## src/rtl/control_escritura_rtc_pkg.sv

```systemverilog
// ---------------------------------------------------------------------------
// control_escritura_rtc_pkg
// Shared definitions for the RTC write sequencer: FSM state encoding,
// default timing/sequence constants and counter widths.
// ---------------------------------------------------------------------------
package control_escritura_rtc_pkg;

    // Default bus timing (in clk cycles) and number of registers per sequence
    localparam int DEF_T_SETUP = 2;
    localparam int DEF_T_PULSE = 4;
    localparam int DEF_T_HOLD  = 2;
    localparam int DEF_N_REG   = 9;

    // Width of the phase down-counter and of the register index
    localparam int FASE_W   = 16;
    localparam int CUENTA_W = 4;

    typedef enum logic [2:0] {
        IDLE       = 3'd0,
        ADDR_SETUP = 3'd1,
        ADDR_WR    = 3'd2,
        ADDR_HOLD  = 3'd3,
        DATA_SETUP = 3'd4,
        DATA_WR    = 3'd5,
        DATA_HOLD  = 3'd6,
        DONE       = 3'd7
    } estado_t;

    // True for the states in which the RTC bus cycle is active (cs_n low)
    function automatic logic en_ciclo_bus(input estado_t s);
        return (s != IDLE) && (s != DONE);
    endfunction

    // True for the data half of a register write
    function automatic logic es_fase_dato(input estado_t s);
        return (s == DATA_SETUP) || (s == DATA_WR) || (s == DATA_HOLD);
    endfunction

endpackage

```

## src/rtl/control_escritura_rtc_if.sv

```systemverilog
// ---------------------------------------------------------------------------
// control_escritura_rtc_if
// Groups the request inputs and the RTC bus/status outputs of the write
// sequencer.
//   start, prog        : request a sequence / initialization mode
//   cuenta             : register index for the write decoder
//   a_d                : 0 address phase, 1 data phase
//   cs_n, wr_n, rd_n   : RTC bus strobes (active low)
//   deco_en_n          : write-decoder enable (active low)
//   prog_q             : prog captured at start
//   busy, done         : sequence status
// Modports: master drives the requests (controller side / bench),
//           slave is the sequencer itself.
// ---------------------------------------------------------------------------
interface control_escritura_rtc_if;
    import control_escritura_rtc_pkg::*;

    logic                start;
    logic                prog;
    logic [CUENTA_W-1:0] cuenta;
    logic                a_d;
    logic                cs_n;
    logic                wr_n;
    logic                rd_n;
    logic                deco_en_n;
    logic                prog_q;
    logic                busy;
    logic                done;

    modport master (
        output start, prog,
        input  cuenta, a_d, cs_n, wr_n, rd_n, deco_en_n, prog_q, busy, done
    );

    modport slave (
        input  start, prog,
        output cuenta, a_d, cs_n, wr_n, rd_n, deco_en_n, prog_q, busy, done
    );

endinterface

```

## src/rtl/control_escritura_rtc_temporizador_fase.sv

```systemverilog
// ---------------------------------------------------------------------------
// temporizador_fase
// Loadable down-counter timing one FSM phase.
//   clk, rst_n : clock, asynchronous active-low reset
//   carga      : load valor (takes priority over counting)
//   valor      : phase length minus one
//   fin        : high while the count is zero (last cycle of the phase)
// ---------------------------------------------------------------------------
module temporizador_fase
    import control_escritura_rtc_pkg::*;
#(
    parameter int W = FASE_W
) (
    input  logic         clk,
    input  logic         rst_n,
    input  logic         carga,
    input  logic [W-1:0] valor,
    output logic         fin
);

    logic [W-1:0] cnt;

    always_ff @(posedge clk or negedge rst_n) begin
        if (!rst_n) begin
            cnt <= '0;
        end else if (carga) begin
            cnt <= valor;
        end else if (cnt != '0) begin
            cnt <= cnt - 1'b1;
        end
    end

    assign fin = (cnt == '0);

endmodule

```

## src/rtl/control_escritura_rtc.sv

```systemverilog
// ---------------------------------------------------------------------------
// control_escritura_rtc
// Drives an RTC parallel bus through a full write sequence: for each of
// N_REG registers an address cycle then a data cycle, each made of
// setup / write-strobe / hold phases of T_SETUP / T_PULSE / T_HOLD clocks.
//   clk, rst_n : clock, asynchronous active-low reset
//   bus        : slave side of control_escritura_rtc_if (start/prog in,
//                cuenta, a_d, cs_n, wr_n, rd_n, deco_en_n, prog_q,
//                busy, done out)
// All strobes are decoded from the state register, so an asynchronous
// reset releases wr_n/cs_n immediately.
// ---------------------------------------------------------------------------
module control_escritura_rtc
    import control_escritura_rtc_pkg::*;
#(
    parameter int T_SETUP = DEF_T_SETUP,
    parameter int T_PULSE = DEF_T_PULSE,
    parameter int T_HOLD  = DEF_T_HOLD,
    parameter int N_REG   = DEF_N_REG
) (
    input  logic                    clk,
    input  logic                    rst_n,
    control_escritura_rtc_if.slave  bus
);

    estado_t             estado;
    estado_t             estado_sig;
    logic                fin_fase;
    logic                carga_fase;
    logic [FASE_W-1:0]   valor_fase;
    logic [CUENTA_W-1:0] cuenta_q;
    logic                prog_r;
    logic                a_d_q;
    logic                a_d_o;
    logic                ultimo_reg;
    logic                arranque;

    assign ultimo_reg = (cuenta_q == CUENTA_W'(N_REG - 1));
    assign arranque   = (estado == IDLE) && bus.start;

    // -----------------------------------------------------------------
    // Phase timer: reloaded on every state change with the length of
    // the state being entered.
    // -----------------------------------------------------------------
    always_comb begin
        carga_fase = (estado_sig != estado);
        valor_fase = '0;
        case (estado_sig)
            ADDR_SETUP, DATA_SETUP: valor_fase = FASE_W'(T_SETUP - 1);
            ADDR_WR,    DATA_WR:    valor_fase = FASE_W'(T_PULSE - 1);
            ADDR_HOLD,  DATA_HOLD:  valor_fase = FASE_W'(T_HOLD - 1);
            default:                valor_fase = '0;
        endcase
    end

    temporizador_fase #(
        .W (FASE_W)
    ) u_temporizador_fase (
        .clk   (clk),
        .rst_n (rst_n),
        .carga (carga_fase),
        .valor (valor_fase),
        .fin   (fin_fase)
    );

    // -----------------------------------------------------------------
    // FSM: state register
    // -----------------------------------------------------------------
    always_ff @(posedge clk or negedge rst_n) begin
        if (!rst_n) begin
            estado <= IDLE;
        end else begin
            estado <= estado_sig;
        end
    end

    // -----------------------------------------------------------------
    // FSM: next state
    // -----------------------------------------------------------------
    always_comb begin
        estado_sig = estado;
        case (estado)
            IDLE:       if (bus.start) estado_sig = ADDR_SETUP;
            ADDR_SETUP: if (fin_fase)  estado_sig = ADDR_WR;
            ADDR_WR:    if (fin_fase)  estado_sig = ADDR_HOLD;
            ADDR_HOLD:  if (fin_fase)  estado_sig = DATA_SETUP;
            DATA_SETUP: if (fin_fase)  estado_sig = DATA_WR;
            DATA_WR:    if (fin_fase)  estado_sig = DATA_HOLD;
            DATA_HOLD:  if (fin_fase)  estado_sig = ultimo_reg ? DONE : ADDR_SETUP;
            DONE:                      estado_sig = IDLE;
            default:                   estado_sig = IDLE;
        endcase
    end

    // -----------------------------------------------------------------
    // Sequence registers: register index, captured prog, and the last
    // a_d value so it can be held while idle.
    // -----------------------------------------------------------------
    always_ff @(posedge clk or negedge rst_n) begin
        if (!rst_n) begin
            cuenta_q <= '0;
            prog_r   <= 1'b0;
            a_d_q    <= 1'b0;
        end else begin
            a_d_q <= a_d_o;
            if (arranque) begin
                cuenta_q <= '0;
                prog_r   <= bus.prog;
            end else if ((estado == DATA_HOLD) && fin_fase && !ultimo_reg) begin
                cuenta_q <= cuenta_q + 1'b1;
            end
        end
    end

    // -----------------------------------------------------------------
    // FSM: outputs
    // -----------------------------------------------------------------
    always_comb begin
        if (en_ciclo_bus(estado)) begin
            a_d_o = es_fase_dato(estado);
        end else begin
            a_d_o = a_d_q;
        end
    end

    always_comb begin
        bus.cuenta    = cuenta_q;
        bus.a_d       = a_d_o;
        bus.cs_n      = !en_ciclo_bus(estado);
        bus.wr_n      = !((estado == ADDR_WR) || (estado == DATA_WR));
        bus.rd_n      = 1'b1;
        bus.busy      = (estado != IDLE);
        bus.deco_en_n = (estado == IDLE);
        bus.done      = (estado == DONE);
        bus.prog_q    = prog_r;
    end

endmodule

```

## src/flat_wrapper.sv

```systemverilog
// flat-port wrapper written by rule: the top's interface ports become plain ports
module control_escritura_rtc_flat import control_escritura_rtc_pkg::*;
#(
    parameter int T_SETUP = DEF_T_SETUP,
    parameter int T_PULSE = DEF_T_PULSE,
    parameter int T_HOLD  = DEF_T_HOLD,
    parameter int N_REG   = DEF_N_REG
)
  (clk, rst_n, bus_start, bus_prog, bus_cuenta, bus_a_d, bus_cs_n, bus_wr_n, bus_rd_n, bus_deco_en_n, bus_prog_q, bus_busy, bus_done);
  control_escritura_rtc_if bus_i ();
  input  logic clk;
  input  logic rst_n;
  input wire logic [$bits(bus_i.start)-1:0] bus_start;
  input wire logic [$bits(bus_i.prog)-1:0] bus_prog;
  output wire logic [$bits(bus_i.cuenta)-1:0] bus_cuenta;
  output wire logic [$bits(bus_i.a_d)-1:0] bus_a_d;
  output wire logic [$bits(bus_i.cs_n)-1:0] bus_cs_n;
  output wire logic [$bits(bus_i.wr_n)-1:0] bus_wr_n;
  output wire logic [$bits(bus_i.rd_n)-1:0] bus_rd_n;
  output wire logic [$bits(bus_i.deco_en_n)-1:0] bus_deco_en_n;
  output wire logic [$bits(bus_i.prog_q)-1:0] bus_prog_q;
  output wire logic [$bits(bus_i.busy)-1:0] bus_busy;
  output wire logic [$bits(bus_i.done)-1:0] bus_done;
  assign bus_i.start = bus_start;
  assign bus_i.prog = bus_prog;
  assign bus_cuenta = bus_i.cuenta;
  assign bus_a_d = bus_i.a_d;
  assign bus_cs_n = bus_i.cs_n;
  assign bus_wr_n = bus_i.wr_n;
  assign bus_rd_n = bus_i.rd_n;
  assign bus_deco_en_n = bus_i.deco_en_n;
  assign bus_prog_q = bus_i.prog_q;
  assign bus_busy = bus_i.busy;
  assign bus_done = bus_i.done;
  control_escritura_rtc #(.T_SETUP(T_SETUP), .T_PULSE(T_PULSE), .T_HOLD(T_HOLD), .N_REG(N_REG)) u_core (.clk(clk), .rst_n(rst_n), .bus(bus_i));
endmodule
```

## config.mk

```make
export PLATFORM = sky130hd
export DESIGN_NAME = control_escritura_rtc_flat
export DESIGN_NICKNAME = d
export VERILOG_FILES = /design/src/rtl/control_escritura_rtc_pkg.sv /design/src/rtl/control_escritura_rtc_if.sv /design/src/rtl/control_escritura_rtc_temporizador_fase.sv /design/src/rtl/control_escritura_rtc.sv /design/src/flat_wrapper.sv
export SDC_FILE = /design/constraint.sdc
export NUM_CORES = 1
export LEC_CHECK = 0
export CORE_ASPECT_RATIO = 0.9
export CORE_MARGIN = 10
export CORE_UTILIZATION = 42
export CTS_BUF_LIST = sky130_fd_sc_hd__clkbuf_16
export CTS_CLUSTER_DIAMETER = 80
export DETAILED_ROUTE_END_ITERATION = 16
export GPL_TIMING_DRIVEN = 0
export PLACE_DENSITY_LB_ADDON = 0.3
export SLEW_MARGIN = 10
export SYNTH_ARGS = -nofsm -noshare
export SYNTH_HDL_FRONTEND = slang
export SYNTH_HIERARCHICAL = 1
export SYNTH_SLANG_ARGS = --single-unit
```

## constraint.sdc

```tcl
create_clock -name clk -period 4.01 [get_ports clk]
set_clock_uncertainty 0.05 [all_clocks]
set_input_delay 1.203 -clock clk [delete_from_list [all_inputs] [get_ports clk]]
set_output_delay 1.203 -clock clk [all_outputs]
set_load 0.02 [all_outputs]
```

# [Word-level counts from Yosys, hierarchy flattened]
# Cells that the tools add are included.
[op_classes] muxes=15 reduce_logical=18 add_sub_neg=2 n_eq_ne=16
[op_table] operator="$mux 16" count=2
[op_table] operator="$mux 3" count=8
[op_table] operator="$pmux 3 s8" count=1
[op_table] operator="$eq 3x3->1 const B" count=7
[op_table] operator="$logic_not 16->1" count=1
[op_table] operator="$reduce_bool 16->1" count=1
[op_table] operator="$sub 16x1->16 const B" count=1
[op_table] operator="$eq 3x2->1 const B" count=4
[op_table] operator="$mux 4" count=2
[op_table] operator="$eq 3x1->1 const B" count=2
[op_table] operator="$add 4x1->4 const B" count=1
[op_table] operator="$eq 4x4->1 const B" count=1
[op_table] operator="$logic_and 1x1->1" count=4
[op_table] operator="$pmux 2 s2" count=1
[op_table] operator="$reduce_bool 2->1" count=2
[op_table] operator="$reduce_or 4->1" count=1
[op_table] operator="$logic_not 1->1" count=3
[op_table] operator="$logic_not 3->1" count=1
[op_table] operator="$logic_or 1x1->1" count=3
[op_table] operator="$ne 3x3->1" count=1
[op_table] operator="$ne 3x3->1 const B" count=1
[op_table] operator="$reduce_bool 3->1" count=1
[op_table] operator="$reduce_or 2->1" count=1
[op_table] operator="$mux 1" count=1
[word_totals] output_inout_bits=12 in_bits=4 word_cells=56 ff_bits=25

# [Longest topological paths before layout]
# Gate-level depths: netlist (run 1).
[depth] word_depth=8 depth_mapped=13 depth_no_buf=10

# [Hierarchy]
# The synthesis (run 1) kept the hierarchy.
[modules_own_cells] mod="temporizador_fase" seq_area_each_um2=400.4 instances=1 cells_each=104 area_each_um2=1006.0
[modules_own_cells] mod="control_escritura_rtc" seq_area_each_um2=225.2 instances=1 cells_each=76 area_each_um2=616.8

# [Least setup slack after synthesis (run 1)]
# Ideal clock, no wire load.
[synth_path] path_kind="input -> register" startpoint="in bus_start" endpoint="reg u_core.u_temporizador_fase.cnt[6]" slack_ps=1191 t_arrival_ps=2627 n_path_buf=3 cell_stages=6 setup_ps=142 required_ps=3818 cell_sequence="or4b_1 -> buf_2 -> nand3_1 -> clkbuf_1 -> clkbuf_1 -> o221ai_1"
[synth_via] elab_chain_cells=4 word_cells_on_any_way=5 classes_between="eq/ne (1); mux (3); reduce/logical (1)"
[synth_lines] element="start, declared" line="flat_wrapper.sv:13" rtl="input wire logic [$bits(bus_i.start)-1:0] bus_start;"
[synth_lines] element="$mux 3 *" line="control_escritura_rtc.sv:83" rtl="IDLE: if (bus.start) estado_sig = ADDR_SETUP;"
[synth_lines] element="$pmux 3 s8 *" line="control_escritura_rtc.sv:82" rtl="case (estado)"
[synth_lines] element="$ne 3x3->1 *" line="control_escritura_rtc.sv:46" rtl="carga_fase = (estado_sig != estado);"
[synth_lines] element="via u_core.carga_fase" line="control_escritura_rtc.sv:29" rtl="logic carga_fase;"
[synth_lines] element="$mux 16 or $reduce_bool 2->1 (tied branches)"
[synth_lines] element="end signal, assigned" line="control_escritura_rtc_temporizador_fase.sv:27" rtl="cnt <= valor;"
[synth_lines] element="end signal, assigned" line="control_escritura_rtc_temporizador_fase.sv:29" rtl="cnt <= cnt - 1'b1;"
[synth_lines] element="end, declared" line="control_escritura_rtc_temporizador_fase.sv:21" rtl="logic [W-1:0] cnt;"
# Mark *: on every way through the listed nets, which the timed path passes. The rest lies on a longest branch.
# A chain may end at the register's enable or synchronous reset.

# [Worst setup path in the final report (run 1)]
# Same ends and word-level chain as after synthesis.

==> results of run 1 <==
==> kinds of logic (layout without fill, tap and decap cells) <==
| family | Yosys count | in the layout | share of synthesized area |
|---|---|---|---|
| mux | 5 | 5 | 0.03392 |
| flops | 25 | 25 | 0.3855 |
| compound gates | 44 | 44 | 0.1897 |
| xor+xnor | 9 | 9 | 0.04858 |
| buf+inv | 20 | 38 | 0.05166 |
| other cells | 2 | 15 | 0.004628 |
| fa+ha+maj | 3 | 3 | 0.02313 |
| simple gates | 72 | 72 | 0.2629 |
==> registers in the layout (all words and copies together) (netlist names) <==
name                            flops
u_core/a_d_q                        1
u_core/bus.cuenta                   4
u_core/bus.prog_q                   1
u_core/estado                       3
u_core/u_temporizador_fase/cnt     16
==> power by group through the flow <==
stage / Sequential (W) / Combinational [W] / Clock, W
finish: 0.000395 / 0.000210 / 0.000217
global route: 0.000404 / 0.000240 / 0.000237
CTS: 0.000395 / 0.000211 / 0.000225
detailed placement: 0.000400 / 0.000209 / 0
global placement: 0.000396 / 0.000208 / 0
floorplan: 0.000386 / 0.000170 / 0
==> worst max-delay path: stages <==
cell and delay [ps]:
clkdlybuf4s50_1 500, or4b_1 440, buf_2 180, nand3_1 230, clkbuf_1 440, clkbuf_1 400
o221ai_1 170
==> layout by cell type, fill, tap and decap left out, types with 7 or more instances in the layout <==
| cell type | instances |
|---|---|
| dfrtp_1 | 25 |
| xnor2_1 | 9 |
| conb_1 | 15 |
| nand2b_1 | 10 |
| a21oi_1 | 7 |
| inv_1 | 10 |
| nor2_1 | 9 |
| clkdlybuf4s50_1 | 13 |
| o21ai_0 | 12 |
| nand2_1 | 21 |
==> routing by layer <==
metal | wire (um) | track usage | vias up
met2 | 1470 | 0.1654 | 18
met5 | 0 | 0 | -
met4 | 59 | 0.04441 | 0
met3 | 114 | 0.01939 | 5
li1 | - | - | 682
met1 | 1716 | 0.1412 | 610
==> worst max path at each step <==
stage	cells past startpoint	slack (ps)	to	startpoint
after floorplan	6	1190	u_core/u_temporizador_fase/cnt[6]	bus_start
after global placement	7	290	u_core/u_temporizador_fase/cnt[6]	bus_start
after detailed placement	7	240	u_core/u_temporizador_fase/cnt[6]	bus_start
after CTS	7	500	u_core/u_temporizador_fase/cnt[6]	bus_start
after global routing	13	160	u_core/u_temporizador_fase/cnt[0]	u_core/u_temporizador_fase/cnt[0]
final	7	510	u_core/u_temporizador_fase/cnt[6]	bus_start
==> metrics by stage <==
stage	power, W	std cells	hold WS (ps)
after floorplan	0.0005564	193	508.2
after global placement	0.0006046	253	453.8
after detailed placement	0.0006086	253	442.4
after CTS	0.0008312	257	471.9
after global routing	0.0008814	257	482.1
final	0.0008215	257	472.4
==> final cells by class <==
class / instances / area (um^2)
multi-input cells: 148 / 962.2
clock inverters: 1 / 3.754
clock buffers: 3 / 75.07
well taps: 46 / 57.56
fillers: 362 / 1788
inverters: 9 / 33.78
plain buffers: 11 / 50.05
repair buffers: 14 / 135.1
flip-flops and latches: 25 / 625.6
==> impl_metrics.ini, run 1 <==
[clock_network]
cts_buffers = 3
cts_resized = 0
root_buffer = clkbuf_16
cts_tree = yes
clk_path_buf_depth = 2
cts_setup_buffers = 0
ctsHoldBuffers = 0
cts_sinks = 25
clock_latency_ps = 260
htreeDepth = 1
path_clk_slew_ps = 60

[setup_path]
crit_fanout = 10
reg2reg_depth = 12
arrival_ps = 3560
reg2reg_to = u_core/u_temporizador_fase/cnt[6]
r2r_start = u_core/u_temporizador_fase/cnt[0]
critical_path_class = in -> reg
crit_path_start_kind = input port
r2r_slack_ps = 530
worstPathRequired_ps = 4070
end_kind = flip-flop

[finish]
postLayoutCoreUtil = 0.5208
post_route_cells_drive_above_1_share = 0.07583
final_nets = 219
syn2layout_area_growth_pct = 19.74
fin_area_mm2 = 0.001943
n_antenna_cell = 0

[logic_synthesis]
ys_seq_area_frac = 0.3855
synthTopCellsByCount = 25 x dfrtp_1, 21 x nand2_1, 12 x o21ai_0
netlist_area_mm2 = 0.001623
syn_area_per_cell_um2 = 9.016
yosysTopAreaCell = dfrtp_1
synthArstFlopShare = 1.000
ys_warn_count = 6
synth.most_common_cell = dfrtp_1
ys_ff_latch = 25
synth_cell_type_count = 45
synth_edf_count = 0
yosysTopAreaCellShare = 0.3855
syn_inst = 180
synthTopCellsByArea = dfrtp_1 39%, nand2_1 4.9%, xnor2_1 4.9%
synthFlopType = dfrtp_1

[grt]
antenna_found_initial = 0
grt_pass1_wl_um = 6168
grt_use_total = 0.1065
grt_pass1_vias = 1284
overflow = 0
grt_max_degree = 26

[pwr]
p_comb_frac = 0.255
power_frac_clock = 0.264
p_leak_nw = 0.8001
p_sw_frac = 0.3131
switchingPower_w = 0.0002572
p_per_area_mw_per_mm2 = 422.8
pwr-share-seq = 0.481
p_int_w = 0.0005643
ir_drop_mv = 0.1818

[floorplanning]
dieArea_mm2 = 0.006754
die_w_um = 85.52
io_pins = 16
die_h_um = 78.97
core_area_mm2 = 0.003731
start_util = 0.4349
num_rows = 21

[placement]
place_area_mm2 = 0.001869
dp_hpwl_um = 2478
place_congestion = 0.7965
io_buffers = 14
place_ws_ps = 240.0

[routing]
vias_per_cell = 5.117
first_iter_violations = 93
drt-wirelength-per-cell_um = 13.08
finalWirelength_um = 3361
via_count = 1315
drtAntennaViolNets = 0
drtPass1Iterations = 4
drc = 0

[sta]
rsz0062_at_grt = false
period_minus_slack_ps = 3495
worst_slack_ps = 514.7
final_hold_viol_count = 0
slew_violations = 0
slew_headroom = 0.5115
period_share = 0.8717
tightest_slew_ps = 726.6
maxClockFrequency_mhz = 286.1
final.setup.tns_ps = 0
setup_viol = 0

[min_path]
hold_path_class = reg -> reg
min_path_cells = 1
hold_start = u_core/bus.prog_q
min_to = u_core/bus.prog_q

[run]
maxCapViolCount = 0

[run_status]
run_status = finished, final reports clean
Note: power is estimated with default switching activity, not from simulation.
==> run 2, diff against run 1 <==
- SKIP_LAST_GASP: not set -> 1
==> results of run 2 <==
The final DEF is identical to that of run 1; final timing and power are the same.
